==> src/rtl/tetris_pkg.sv <==
// Shared Tetris playfield constants, piece-code encoding and colour palette.
// Used by the board redraw sequencer, the game logic and the preview renderer.
package tetris_pkg;

    localparam int unsigned COLS = 10;
    localparam int unsigned ROWS = 20;
    localparam int unsigned CELL = 24;

    typedef enum logic [2:0] {
        PIECE_NONE = 3'd0,
        PIECE_I    = 3'd1,
        PIECE_O    = 3'd2,
        PIECE_T    = 3'd3,
        PIECE_S    = 3'd4,
        PIECE_Z    = 3'd5,
        PIECE_J    = 3'd6,
        PIECE_L    = 3'd7
    } piece_t;

    // RRR_GGG_BBB, indexed by piece code
    localparam logic [8:0] PALETTE [8] = '{
        9'h000, 9'h03F, 9'h1F8, 9'h147, 9'h038, 9'h1C0, 9'h007, 9'h1E0
    };

    typedef enum logic [2:0] {
        S_IDLE,
        S_RD,
        S_LAT,
        S_START,
        S_WAIT,
        S_DONE
    } redraw_state_t;

    function automatic logic [8:0] piece_color(input logic [2:0] code);
        return PALETTE[code];
    endfunction

endpackage

==> src/rtl/board_cell_palette.sv <==
// Combinational piece-code to 9-bit colour lookup.
module board_cell_palette
    import tetris_pkg::*;
(
    input  logic [2:0] code_i,
    output logic [8:0] color_o
);

    always_comb begin
        color_o = piece_color(code_i);
    end

endmodule

==> src/rtl/board_redraw_seq.sv <==
// Scans the playfield RAM in row-major order and launches one box draw per
// cell at its screen position, waiting for the renderer between cells.
module board_redraw_seq #(
    parameter int unsigned COLS     = tetris_pkg::COLS,
    parameter int unsigned ROWS     = tetris_pkg::ROWS,
    parameter int unsigned CELL     = tetris_pkg::CELL,
    parameter int unsigned ORIGIN_X = 200,
    parameter int unsigned ORIGIN_Y = 0,
    parameter int unsigned ADDR_W   = 8
) (
    input  logic              CLOCK_50,
    input  logic              reset,
    input  logic              redraw,
    output logic [ADDR_W-1:0] cell_addr,
    input  logic [2:0]        cell_data,
    output logic              box_start,
    output logic [9:0]        box_x0,
    output logic [8:0]        box_y0,
    output logic [8:0]        box_color,
    input  logic              box_done,
    output logic              busy,
    output logic              frame_done
);
    import tetris_pkg::*;

    localparam int unsigned COL_W = (COLS > 1) ? $clog2(COLS) : 1;
    localparam int unsigned ROW_W = (ROWS > 1) ? $clog2(ROWS) : 1;

    localparam logic [9:0] X_ORG  = 10'(ORIGIN_X);
    localparam logic [8:0] Y_ORG  = 9'(ORIGIN_Y);
    localparam logic [9:0] X_STEP = 10'(CELL);
    localparam logic [8:0] Y_STEP = 9'(CELL);

    redraw_state_t     state_q, state_d;
    logic [ROW_W-1:0]  row_q, row_d;
    logic [COL_W-1:0]  col_q, col_d;
    logic [9:0]        x_q, x_d;
    logic [8:0]        y_q, y_d;
    logic [ADDR_W-1:0] addr_q, addr_d;
    logic              pend_q, pend_d;
    logic [9:0]        bx_q, bx_d;
    logic [8:0]        by_q, by_d;
    logic [8:0]        bc_q, bc_d;
    logic              start_q, start_d;
    logic              busy_q, busy_d;
    logic              fdone_q, fdone_d;

    logic [8:0]        pal_color;
    logic              last_col, last_row;

    board_cell_palette u_palette (
        .code_i  (cell_data),
        .color_o (pal_color)
    );

    assign last_col = (col_q == COL_W'(COLS - 1));
    assign last_row = (row_q == ROW_W'(ROWS - 1));

    always_comb begin
        state_d = state_q;
        row_d   = row_q;
        col_d   = col_q;
        x_d     = x_q;
        y_d     = y_q;
        addr_d  = addr_q;
        pend_d  = pend_q;
        bx_d    = bx_q;
        by_d    = by_q;
        bc_d    = bc_q;

        if (redraw && state_q != S_IDLE) begin
            pend_d = 1'b1;
        end

        case (state_q)
            S_IDLE: begin
                if (redraw) begin
                    state_d = S_RD;
                    row_d   = '0;
                    col_d   = '0;
                    x_d     = X_ORG;
                    y_d     = Y_ORG;
                    addr_d  = '0;
                end
            end
            S_RD: begin
                state_d = S_LAT;
            end
            S_LAT: begin
                bx_d    = x_q;
                by_d    = y_q;
                bc_d    = pal_color;
                state_d = S_START;
            end
            S_START: begin
                state_d = S_WAIT;
            end
            S_WAIT: begin
                if (box_done) begin
                    if (last_row && last_col) begin
                        state_d = S_DONE;
                    end else begin
                        state_d = S_RD;
                        addr_d  = addr_q + ADDR_W'(1);
                        if (last_col) begin
                            col_d = '0;
                            x_d   = X_ORG;
                            row_d = row_q + ROW_W'(1);
                            y_d   = y_q + Y_STEP;
                        end else begin
                            col_d = col_q + COL_W'(1);
                            x_d   = x_q + X_STEP;
                        end
                    end
                end
            end
            S_DONE: begin
                // A request arriving this very cycle is folded into the restart
                pend_d = 1'b0;
                if (pend_q || redraw) begin
                    state_d = S_RD;
                    row_d   = '0;
                    col_d   = '0;
                    x_d     = X_ORG;
                    y_d     = Y_ORG;
                    addr_d  = '0;
                end else begin
                    state_d = S_IDLE;
                end
            end
            default: begin
                state_d = S_IDLE;
            end
        endcase

        start_d = (state_d == S_START);
        busy_d  = (state_d != S_IDLE);
        fdone_d = (state_d == S_DONE);
    end

    always_ff @(posedge CLOCK_50) begin
        if (reset) begin
            state_q <= S_IDLE;
            row_q   <= '0;
            col_q   <= '0;
            x_q     <= '0;
            y_q     <= '0;
            addr_q  <= '0;
            pend_q  <= 1'b0;
            bx_q    <= '0;
            by_q    <= '0;
            bc_q    <= '0;
            start_q <= 1'b0;
            busy_q  <= 1'b0;
            fdone_q <= 1'b0;
        end else begin
            state_q <= state_d;
            row_q   <= row_d;
            col_q   <= col_d;
            x_q     <= x_d;
            y_q     <= y_d;
            addr_q  <= addr_d;
            pend_q  <= pend_d;
            bx_q    <= bx_d;
            by_q    <= by_d;
            bc_q    <= bc_d;
            start_q <= start_d;
            busy_q  <= busy_d;
            fdone_q <= fdone_d;
        end
    end

    assign cell_addr  = addr_q;
    assign box_start  = start_q;
    assign box_x0     = bx_q;
    assign box_y0     = by_q;
    assign box_color  = bc_q;
    assign busy       = busy_q;
    assign frame_done = fdone_q;

endmodule

==> config.mk <==
export PLATFORM = sky130hd
export DESIGN_NAME = board_redraw_seq
export DESIGN_NICKNAME = d
export VERILOG_FILES = /design/src/rtl/tetris_pkg.sv /design/src/rtl/board_cell_palette.sv /design/src/rtl/board_redraw_seq.sv
export SDC_FILE = /design/constraint.sdc
export NUM_CORES = 1
export LEC_CHECK = 0
export BUFFER_PORTS_ARGS = -buffer_cell sky130_fd_sc_hd__buf_2
export CAP_MARGIN = 20
export CORE_AREA = 2 2 84 86
export DETAILED_ROUTE_END_ITERATION = 8
export DIE_AREA = 0 0 86 88
export PLACE_DENSITY_LB_ADDON = 0.08
export SLEW_MARGIN = 40
export SYNTH_ARGS = -nofsm -noshare
export SYNTH_HDL_FRONTEND = slang
export SYNTH_SLANG_ARGS = --single-unit
==> constraint.sdc <==
create_clock -name CLOCK_50 -period 4.5 [get_ports CLOCK_50]
set_clock_uncertainty 0.2 [all_clocks]
set_input_delay 0.675 -clock CLOCK_50 [delete_from_list [all_inputs] [get_ports CLOCK_50]]
set_output_delay 0.675 -clock CLOCK_50 [all_outputs]
set_load 0.005 [all_outputs]
==> results.yml <==
placed_design:
  place_ws_ns: 1.91
  place.gp.congestion: 0.760
  dp.cells: 398
  place_hpwl_mm: 3.56
  placed_cell_area_um2: 2710
  io_buffers: 39
power:
  clkPwrFrac_pct: 31.0
  p_int_mw: 0.700
  switchingPower_mw: 0.263
  ir_worst_vdd_mv: 0.136
  sequentialPowerShare_pct: 55.4
  power_density_nw_per_um2: 342
  cellLeakagePower_nw: 1.09
  p_sw_share_pct: 27.3
  power_mw: 0.963
  combPwrFrac_pct: 13.6
clock_tree:
  clockRootBuffer: "clkbuf_8"
  post-cts-setup-buffers: 0
  ctsResizeCount: 0
  htreeDepth: 2
  postCtsHoldBufs: 0
  clk_pin_slew_ns: 0.10
  clkSinkCount: 55
  insertion_delay_ns: 0.31
  cts_max_path_buffers: 2
  cts_buffers: 5
  cts_tree: "built"
layout:
  stdcell_area_um2: 2810
  final_net_count: 340
  layout_common_cells: "dfxtp_1, nand2_1, buf_2"
  final_common_cell: "dfxtp_1"
  fin_util_pct: 42.4
  drive_gt1_share_pct: 16.0
  layout.cells.non_filler: 406
  num_antenna_cells: 0
  syn_to_final_growth_pct: 9.23
timing:
  max-slew-margin-rel_pct: 49.5
  tightest_slew_ns: 0.757
  setup_slack_ns: 1.98
  slew_viol_final: 0
  max_freq_mhz: 398
  rsz0062_at_grt: "false"
  hold_violations: 0
  period_share_pct: 55.9
  setup_viol: 0
  tns_ns: 0
  fin_crit_ns: 2.52
  holdWs_ns: 0.255
grt:
  grt_max_degree: 41
  grt_use_total_pct: 14.4
  use_met1_pct: 19.3
  busiest_layer: "met2"
  grt_pass1_wl_mm: 8.69
  met3_usage_pct: 3.02
  grt_pass1_vias: 1825
  antenna_found_initial: 0
  overflow: 0
  globalRouteMet2Util_pct: 23.3
drt:
  routed_wl_mm: 5.15
  wl_per_cell_um: 12.7
  drtPass1Iterations: 4
  routed-via-count: 2044
  drc_errors: 0
  final_antenna_net_count: 0
  viasPerCell: 5.03
  drt_iter0_markers: 85
synthesis:
  synthArstFlopShare_pct: 0
  synth.distinct_cells: 48
  synth_simple_gate_area_share_pct: 20.0
  synth-seq-cells: 55
  synth_compound_area_share_pct: 18.7
  seq_area_frac_synth_pct: 42.7
  synth_flop_cell: "dfxtp_1"
  synth_edf_count: 0
  netlist_area_um2: 2580
  synth_top_family_by_area: "simple AND/OR/NAND/NOR gates"
  synthXorXnorAreaFrac_pct: 4.08
  synthMuxAreaShare_pct: 1.94
  syn_inst: 302
  synth_top_area_share_pct: 42.7
  synth.area.top_cells: "dfxtp_1, nand2_1, a21oi_1"
  synth_warnings: 0
  synthAdderAreaFrac_pct: 3.89
  synth.largest_area_cell: "dfxtp_1"
  avgSynthCellArea_um2: 8.53
critical_path:
  crit_slowest_cell: "o21ai_2"
  r2r_start: "state_q[2]"
  path_cells: "nand2_1 > o21ai_2 > nand2b_1 > a211oi_1"
  worstSetupEndpoint: "x_q[4]"
  criticalPathCategory: "flip-flop to flip-flop"
  endpoint_kind: "flip-flop"
  cp-startpoint: "state_q[2]"
  cp.required_ns: 4.53
  startpoint_type: "flip-flop"
  r2r_setup_slack_ns: 1.98
  critical_path_arrival_ns: 2.55
  cp_slowest_stage_delay_ns: 0.61
  cp_max_fo: 17
  rr_endpoint: "x_q[4]"
  worst-r2r-cell-count: 4
floorplan:
  io-pin-count: 46
  die_h_um: 88
  start_util_pct: 38.8
  rows: 30
  die_w_um: 86
  dieArea_um2: 7570
  core_area_um2: 6640
outcome:
  outcome: "finished, final reports clean"
hold_path:
  hold_path_class: "flip-flop to flip-flop"
run:
  timing.max_cap.violations: 0
metal layers:
| layer | up-vias | share of wire [%] |
|---|---|---|
| met5 | - | 0 |
| met1 | 928 | 51 |
| met4 | 0 | 1.3 |
| met2 | 30 | 44 |
| li1 | 1080 | - |
| met3 | 6 | 3.5 |
worst min-delay path by stage:
stage | startpoint | depth (start not counted) | to
2_1_floorplan | x_q[9] | 2 | box_x0[9]
3_3_place_gp | box_y0[8] | 2 | box_y0[8]
3_5_place_dp | box_x0[6] | 2 | box_x0[6]
4_1_cts | box_x0[4] | 2 | box_x0[4]
5_1_grt | box_x0[4] | 2 | box_x0[4]
6_report | box_y0[7] | 2 | box_y0[7]
critical path, delay by kind of cell (launching register included):
family	cells	cell delay [ns]
compound gates	2	0.88
flops	1	0.58
simple gates	2	0.79
synth_stat cells, drive strengths merged (2+ instances only):
cell and n:
dfxtp 55, nand2 39, a21oi 30, nor2 25, buf 21, o21ai 15
a211oi 10, or3 10, inv 9, clkbuf 8, ha 8, xor2 8
o211ai 6, mux2i 5, nand3 5, and2 4, and3 4, nand4 4
o21a 4, xnor2 4, nand3b 3, nor3 3, a31oi 2, nand2b 2
nor2b 2, o2111ai 2
power by group through the flow:
stage	logic, mW	registers (mW)	clock network [mW]
floorplan	0.119	0.538	0
global placement	0.133	0.545	0
detailed placement	0.134	0.546	0
CTS	0.134	0.535	0.309
global route	0.151	0.539	0.329
finish	0.131	0.534	0.298
cell type report:
cell class,instances,area [µm²]
Fill cell,695,3830
Multi-Input combinational cell,214,1280
Sequential cell,55,1100
Timing Repair Buffer,40,203
Clock buffer,8,100
Tap cell,80,100
Inverter,9,33.8
logic make-up (layout without fill, tap and decap cells):
family                     after synthesis  after routing
muxes                                    5              5
xor gates and xnor gates                12             12
buffers and inverters                   38             57
other                                    1              6
AOI/OAI and AO/OA                       77             77
and+or+nand+nor                        106            106
adders and majority gates                8              8
DFF                                     55             55
sequential cells by signal, summed over array words and instances (netlist names):
signal,flops
box_color,5
frame_done,1
state_q,3
pend_q,1
box_x0,7
cell_addr,8
x_q,7
box_start,1
col_q,4
box_y0,6
row_q,5
busy,1
y_q,6
Note: power is estimated with default switching activity, not from simulation.
